`config.mk`:
```
export PLATFORM = sky130hd
export DESIGN_NAME = scan_sequencer
export DESIGN_NICKNAME = d
export VERILOG_FILES = /design/src/rtl/scan_sequencer.sv
export SDC_FILE = /design/constraint.sdc
export NUM_CORES = 1
export LEC_CHECK = 0
export CORE_MARGIN = 2
export CORE_UTILIZATION = 63
export CTS_BUF_LIST = sky130_fd_sc_hd__clkbuf_2
export CTS_CLUSTER_SIZE = 30
export DETAILED_ROUTE_END_ITERATION = 6
export PLACE_DENSITY = 0.85
export SKIP_CTS_REPAIR_TIMING = 1
export SLEW_MARGIN = 40
export SYNTH_ARGS = -nofsm -noshare
export SYNTH_HDL_FRONTEND = slang
export SYNTH_SLANG_ARGS = --single-unit
export TNS_END_PERCENT = 20
```
`constraint.sdc`:
```
create_clock -name Clk -period 3.5 [get_ports Clk]
set_input_delay 0.7 -clock Clk [delete_from_list [all_inputs] [get_ports Clk]]
set_output_delay 0.7 -clock Clk [all_outputs]
set_load 0.01 [all_outputs]
```
`src/rtl/scan_sequencer.sv`:
```
// scan_sequencer: time-multiplexes a 16-bit word over four digit slots with per-slot blanking and frame-aligned loads.
// Optional LEADING_ZERO_BLANK_EN suppresses digits above the highest nonzero nibble.
module scan_sequencer #(
  parameter int PRESCALE = 50000,
  parameter int BLANK    = 4
) (
  input  logic        Clk,
  input  logic        Rst,
  input  logic        Run,
  input  logic        Load,
  input  logic [15:0] Data,
  output logic        Ack,
  output logic        DigEn,
  output logic [1:0]  DigSel,
  output logic [3:0]  Nibble,
  output logic        FrameTick
);
  localparam int CW = $clog2(PRESCALE);
  logic [CW-1:0] cnt_q, cnt_d;
  logic [1:0]    sel_d;
  logic [15:0]   act_q, act_d, sh_q, sh_d;
  logic          pend_q, pend_d, en_d, ack_d, tick_d, bnd, last;
`ifdef LEADING_ZERO_BLANK_EN
  logic [1:0]    hi;
`endif
  always_comb begin
    last   = cnt_q == CW'(PRESCALE - 1);
    cnt_d  = (Run && !last) ? cnt_q + CW'(1) : '0;
    sel_d  = Run ? DigSel + {1'b0, last} : 2'd0;
    tick_d = Run && last && DigSel == 2'd3;
    // a halted scan treats every edge as a frame boundary so pending words still land
    bnd    = !Run || tick_d;
    ack_d  = bnd && pend_q;
    act_d  = ack_d ? sh_q : act_q;
    sh_d   = Load ? Data : sh_q;
    pend_d = Load || (pend_q && !ack_d);
`ifdef LEADING_ZERO_BLANK_EN
    hi     = |act_d[15:12] ? 2'd3 : |act_d[11:8] ? 2'd2 : |act_d[7:4] ? 2'd1 : 2'd0;
    en_d   = Run && int'(cnt_d) >= BLANK && sel_d <= hi;
`else
    en_d   = Run && int'(cnt_d) >= BLANK;
`endif
  end
  always_ff @(posedge Clk) begin
    if (Rst) begin
      cnt_q     <= '0;
      DigSel    <= 2'd0;
      DigEn     <= 1'b0;
      act_q     <= '0;
      sh_q      <= '0;
      pend_q    <= 1'b0;
      Ack       <= 1'b0;
      FrameTick <= 1'b0;
    end else begin
      cnt_q     <= cnt_d;
      DigSel    <= sel_d;
      DigEn     <= en_d;
      act_q     <= act_d;
      sh_q      <= sh_d;
      pend_q    <= pend_d;
      Ack       <= ack_d;
      FrameTick <= tick_d;
    end
  end
  assign Nibble = act_q[{DigSel, 2'b00} +: 4];
endmodule

```
### Yosys cells after proc, flatten, opt, wreduce, memory -nomap -nowiden

Index checks and enable logic that the tools add are counted.
Widths: inputs -> output; s select.

| operators by class | value |
|---|---|
| equal/unequal tests | 2 |
| reduce and logical (&&, ||, !) cells | 12 |
| shift-type cells | 1 |
| magnitude comparators | 1 |
| div/mod/pow operators | 0 |
| multiply operators | 0 |
| $add $sub $neg | 2 |
| bitwise logic cells | 1 |
| mux-type cells | 1 |

Operators with widths:

| operator | count |
|---|---|
| $add 16x1->16 const B | 1 |
| $eq 16x16->1 const B | 1 |
| $ge 16x3->1 const B | 1 |
| $mux 16 | 1 |
| $shiftx 16x5->4 | 1 |
| $logic_and 1x1->1 | 6 |
| $logic_not 1->1 | 3 |
| $add 2x1->2 | 1 |
| $eq 2x2->1 const B | 1 |
| $logic_or 1x1->1 | 2 |
| $reduce_or 2->1 | 1 |
| $not 1->1 | 1 |

| storage, ports and cells | value |
|---|---|
| bits in read-only memories | 0 |
| logic and storage cells | 28 |
| input bits | 20 |
| output and inout port bits | 9 |
| bits in registers | 54 |
| bits in latches | 0 |
| memories kept | 0 |
| memory bits (writable) | 0 |

### Depth between registers and ports, before layout

| logic depth | value |
|---|---|
| depth in word-level cells | 8 |
| depth in mapped cells | 8 |
| gate-level depth less buffers | 6 |

### Worst setup path after synthesis

Ideal clock, no wire load.

| path | value |
|---|---|
| path kind | reg2out |
| start | register DigSel[0] |
| end | output port Nibble[0] |
| slack | 1.248 ns |
| path buffers | 1 |
| cell stages (with the launch flop) | 3 |
| arrival time | 1.552 ns |
| required time | 2.800 ns |
| cells stage by stage | dfxtp_1 -> clkdlybuf4s50_2 -> mux4_2 |

| on the way | value |
|---|---|
| longest elaborated chain between the ends | 1 |

Ends and longest elaborated chain:

| element | line | text |
|---|---|---|
| start, declared | 14 | `output logic [1:0] DigSel,` |
| start signal, assigned | 56 | `DigSel <= sel_d;` |
| $shiftx 16x5->4 | 65 | `assign Nibble = act_q[{DigSel, 2'b00} +: 4];` |
| end, declared | 15 | `output logic [3:0] Nibble,` |

Every way passes these cells.

### Worst setup path after layout

Ends and elaborated chain as after synthesis.

==> metrics.md <==
| Metric | Value |
|---|---|
| Status | `finished clean` |
| Hold Path Stages | `2` |
| Fraction of synthesis flops using an asynchronous set or reset pin | `0%` |
| ANT nets after route | `0` |
| Final Routed Wirelength | `4290 um` |
| Number of max-slew violations in the final report | `0` |
| Post-synthesis sequential element count | `54` |
| Clock Path Buffers | `2` |
| Height of the die | `68.9 um` |
| Ranking of synthesized cells by instance count | `sky130_fd_sc_hd__dfxtp_1 (54), sky130_fd_sc_hd__nor2_1 (39), sky130_fd_sc_hd__mux2i_1 (33), sky130_fd_sc_hd__or2b_2 (18), sky130_fd_sc_hd__nand2b_1 (13)` |
| Data required time at the worst endpoint | `2.80 ns` |
| Crit share post-route | `79.5%` |
| TritonCTS clock tree | `yes` |
| Sort of element at the start of the critical path | `register` |
| Number of clock buffers inserted by TritonCTS | `5` |
| Core Box Area | `4030 um^2` |
| Cell at the root of the clock tree | `sky130_fd_sc_hd__clkbuf_2` |
| Area share of the largest cell type after synthesis | `40.8%` |
| Cell area reported after detailed placement | `2830 um^2` |
| Synth top area cells | `sky130_fd_sc_hd__dfxtp_1 (41%), sky130_fd_sc_hd__mux2i_1 (12%), sky130_fd_sc_hd__or2b_2 (5.9%), sky130_fd_sc_hd__nor2_1 (5.5%), sky130_fd_sc_hd__mux4_2 (3.4%)` |
| RePlAce Congestion | `0.844` |
| MaxCap Viol Count | `0` |
| Post-route setup TNS | `0 ns` |
| Global-route wire length before repair | `7130 um` |
| Delay of the slowest cell on the worst path | `0.62 ns` |
| Horiz. Die Dim | `68.9 um` |
| Ports placed on the boundary | `29` |
| Share of final-layout standard cells stronger than drive strength 1 | `14.9%` |
| Via count normalized by instance count | `5.36` |
| Remaining max-slew budget at the tightest pin | `59.9%` |
| Clk Latency, worst-skew pair | `0.42 ns` |
| Drc violations | `0` |
| Final setup violation count | `0` |
| DR iter-0 viols | `128` |
| Path type of the worst setup path | `register to output port` |
| Largest family of logic cells by synthesized area | `simple AND/OR/NAND/NOR gates` |
| Syn_nets | `280` |
| First-pass iteration count of the detailed router | `4` |
| Critical path data arrival time | `2.08 ns` |
| Share of the synthesized netlist area taken by xor and xnor gates | `5.94%` |
| Overflow left after global routing | `0` |
| Pwr Total | `0.951 mW` |
| Power Dens Cells | `332 nW/um^2` |
| Most common cell in the netlist | `sky130_fd_sc_hd__dfxtp_1` |
| Upper clock frequency limit | `359 MHz` |
| DP Wirelength | `3060 um` |
| Crit path max fanout | `7` |
| Share of the synthesized area in compound gates (AO/OA/AOI/OAI) | `3.68%` |
| Leak Pwr | `1.06 nW` |
| Post-layout instance area | `2870 um^2` |
| Number of filler cells placed in the layout | `332` |
| Total area of multi-input combinational cells | `1380 um^2` |
| Ordered list of cells on the worst path | `mux4_2 -> clkdlybuf4s50_1` |
| Sequential Area | `1080 um^2` |
| Min cycle time layout | `2.78 ns` |
| Syn-to-layout area delta | `8.16%` |
| Sequential element share of the synthesized area | `40.8%` |
| CTS sink count | `54` |
| Distinct cell type count of the synthesized netlist | `45` |
| Worst-path cell with the longest stage delay | `sky130_fd_sc_hd__dfxtp_1` |
| Path depth of the worst reg2reg path | `6` |
| Share of synthesized cell area in full adder, half adder and majority cells | `1.32%` |
| Fraction of synthesized area in multiplexers | `15.8%` |
| Actual slew at the worst max-slew pin | `0.597 ns` |
| Synthesized instance count | `258` |
| Most frequently used flop master after synthesis | `sky130_fd_sc_hd__dfxtp_1` |
| Global Route Usage Sum | `20.5%` |
| Placed Cells | `319` |
| Final Net Count | `298` |
| CP Capture Type | `output port` |
| Largest net degree at the start of global routing | `51` |
| Basic-gate share of the synthesized area counting and, or, nand and nor cells | `25.3%` |
| Cell Rows | `23` |
| Final Instance Count excl. Fillers | `326` |
| Clock skew after layout | `0.0163 ns` |
| Count of H-tree levels built during CTS | `2` |
| Min Hold Slack | `0.488 ns` |
| Antenna violations before repair | `0` |
| Cell accounting for the most synthesized area | `sky130_fd_sc_hd__dfxtp_1` |
| Clock-pin slew on the worst setup and hold paths | `0.24 ns` |
| Total number of vias | `1,746` |
| Via count of the first global-routing pass | `1,542` |
| Worst IR drop on VDD | `222 uV` |
| Mean area per synthesized cell | `10.3 um^2` |
| Detail-routed net length per standard cell | `13.2 um` |
| Hold Fails Final Rpt | `0` |
| Combined area of all synthesized cells | `2650 um^2` |
| Number of enable-type register cells in the synthesized netlist | `0` |
| Buffers added on ports | `28` |
| Warnings, synthesis | `0` |
| Type of the worst min-delay path | `register to register` |
| Unrepaired setup endpoints after global routing | `no` |
| Number of antenna repair diodes | `0` |
| Starting utilization of the core area | `65.8%` |
| Die Outline Area | `4750 um^2` |
==> sequential cells by signal (all words and copies together) (netlist names) <==
register / cells
FrameTick: 1
sh_q: 16
DigEn: 1
act_q: 16
DigSel: 2
Ack: 1
cnt_q: 16
pend_q: 1
==> per-layer routing <==
metal	wire (um)	global-route usage (%)	part of all wire, %	up-vias
met5	0	0	0	-
met4	44	5.15	1.0	0
met3	223	5.36	5.2	5
met2	1690	29.0	39	30
met1	2330	30.8	54	805
li1	-	-	-	906
==> area by class of cell <==
cell class | count | share of cell area, %
tap | 50 | 2.18
multi-input combinational | 180 | 48.1
inverter | 5 | 0.654
sequential | 54 | 37.7
clock buffer | 7 | 1.22
timing repair buffer | 30 | 10.1
==> layout by cell type (no fill, tap or decap), types with 2 or more instances in the layout <==
cell type                         netlist  final
sky130_fd_sc_hd__clkdlybuf4s50_1        0     27
sky130_fd_sc_hd__nor3_1                 3      3
sky130_fd_sc_hd__nand4_1                5      5
sky130_fd_sc_hd__and4bb_1               2      2
sky130_fd_sc_hd__nand2_1                6      6
sky130_fd_sc_hd__nor2b_1                3      3
sky130_fd_sc_hd__buf_4                  0      2
sky130_fd_sc_hd__a31oi_1                3      3
sky130_fd_sc_hd__dfxtp_1               54     54
sky130_fd_sc_hd__mux2i_1               33     33
sky130_fd_sc_hd__mux4_2                 4      4
sky130_fd_sc_hd__or2b_1                 2      2
sky130_fd_sc_hd__nand2b_1              13     13
sky130_fd_sc_hd__xor2_1                10     10
sky130_fd_sc_hd__nand3_1                7      7
sky130_fd_sc_hd__nor2_1                39     39
sky130_fd_sc_hd__inv_1                  5      5
sky130_fd_sc_hd__clkbuf_2               0      7
sky130_fd_sc_hd__ha_1                   2      2
sky130_fd_sc_hd__or2b_2                18     18
sky130_fd_sc_hd__xnor2_1                8      8
sky130_fd_sc_hd__o21ai_0                2      2
==> power breakdown <==
part	switching [mW]	total, mW	internal, mW
Sequential	0.00881	0.642	0.633
Combinational	0.0348	0.0828	0.0480
Clock	0.175	0.227	0.0519
==> stage by stage <==
step                      setup WS [ns]  util [%]
after floorplan                    1.25         -
after global placement             1.19      70.5
after detailed placement           1.18      70.3
after CTS                         0.670      71.2
after global routing              0.558      71.2
final                             0.716      71.2
==> cell families after synthesis <==
| kind of cell | Yosys count |
|---|---|
| AND/OR/NAND/NOR | 109 |
| flip-flops | 54 |
| multiplexers | 37 |
| buffers and inverters | 24 |
| XOR/XNOR | 18 |
| AO/OA/AOI/OAI | 13 |
| adder cells (fa/ha/maj) | 3 |
==> worst paths after layout <==
| path | from | slack (ns) | endpoint |
|---|---|---|---|
| worst min-delay path | sh_q[3]$_SDFFE_PP0P_ | 0.49 | act_q[3]$_SDFFE_PP0P_ |
| worst min register to register | sh_q[3]$_SDFFE_PP0P_ | 0.49 | act_q[3]$_SDFFE_PP0P_ |
| worst max-delay path | DigSel[0]$_SDFF_PP0_ | 0.72 | Nibble[0] |
| worst max register to register | cnt_q[0]$_SDFF_PP0_ | 1.21 | act_q[13]$_SDFFE_PP0P_ |
==> worst max-delay path: cells and delay by family (launching register included) <==
kind / cells / cell delay, ns
mux: 1 / 0.57
flops: 1 / 0.62
buf+inv: 1 / 0.50
No activity file was read; power rests on OpenSTA's default activity.
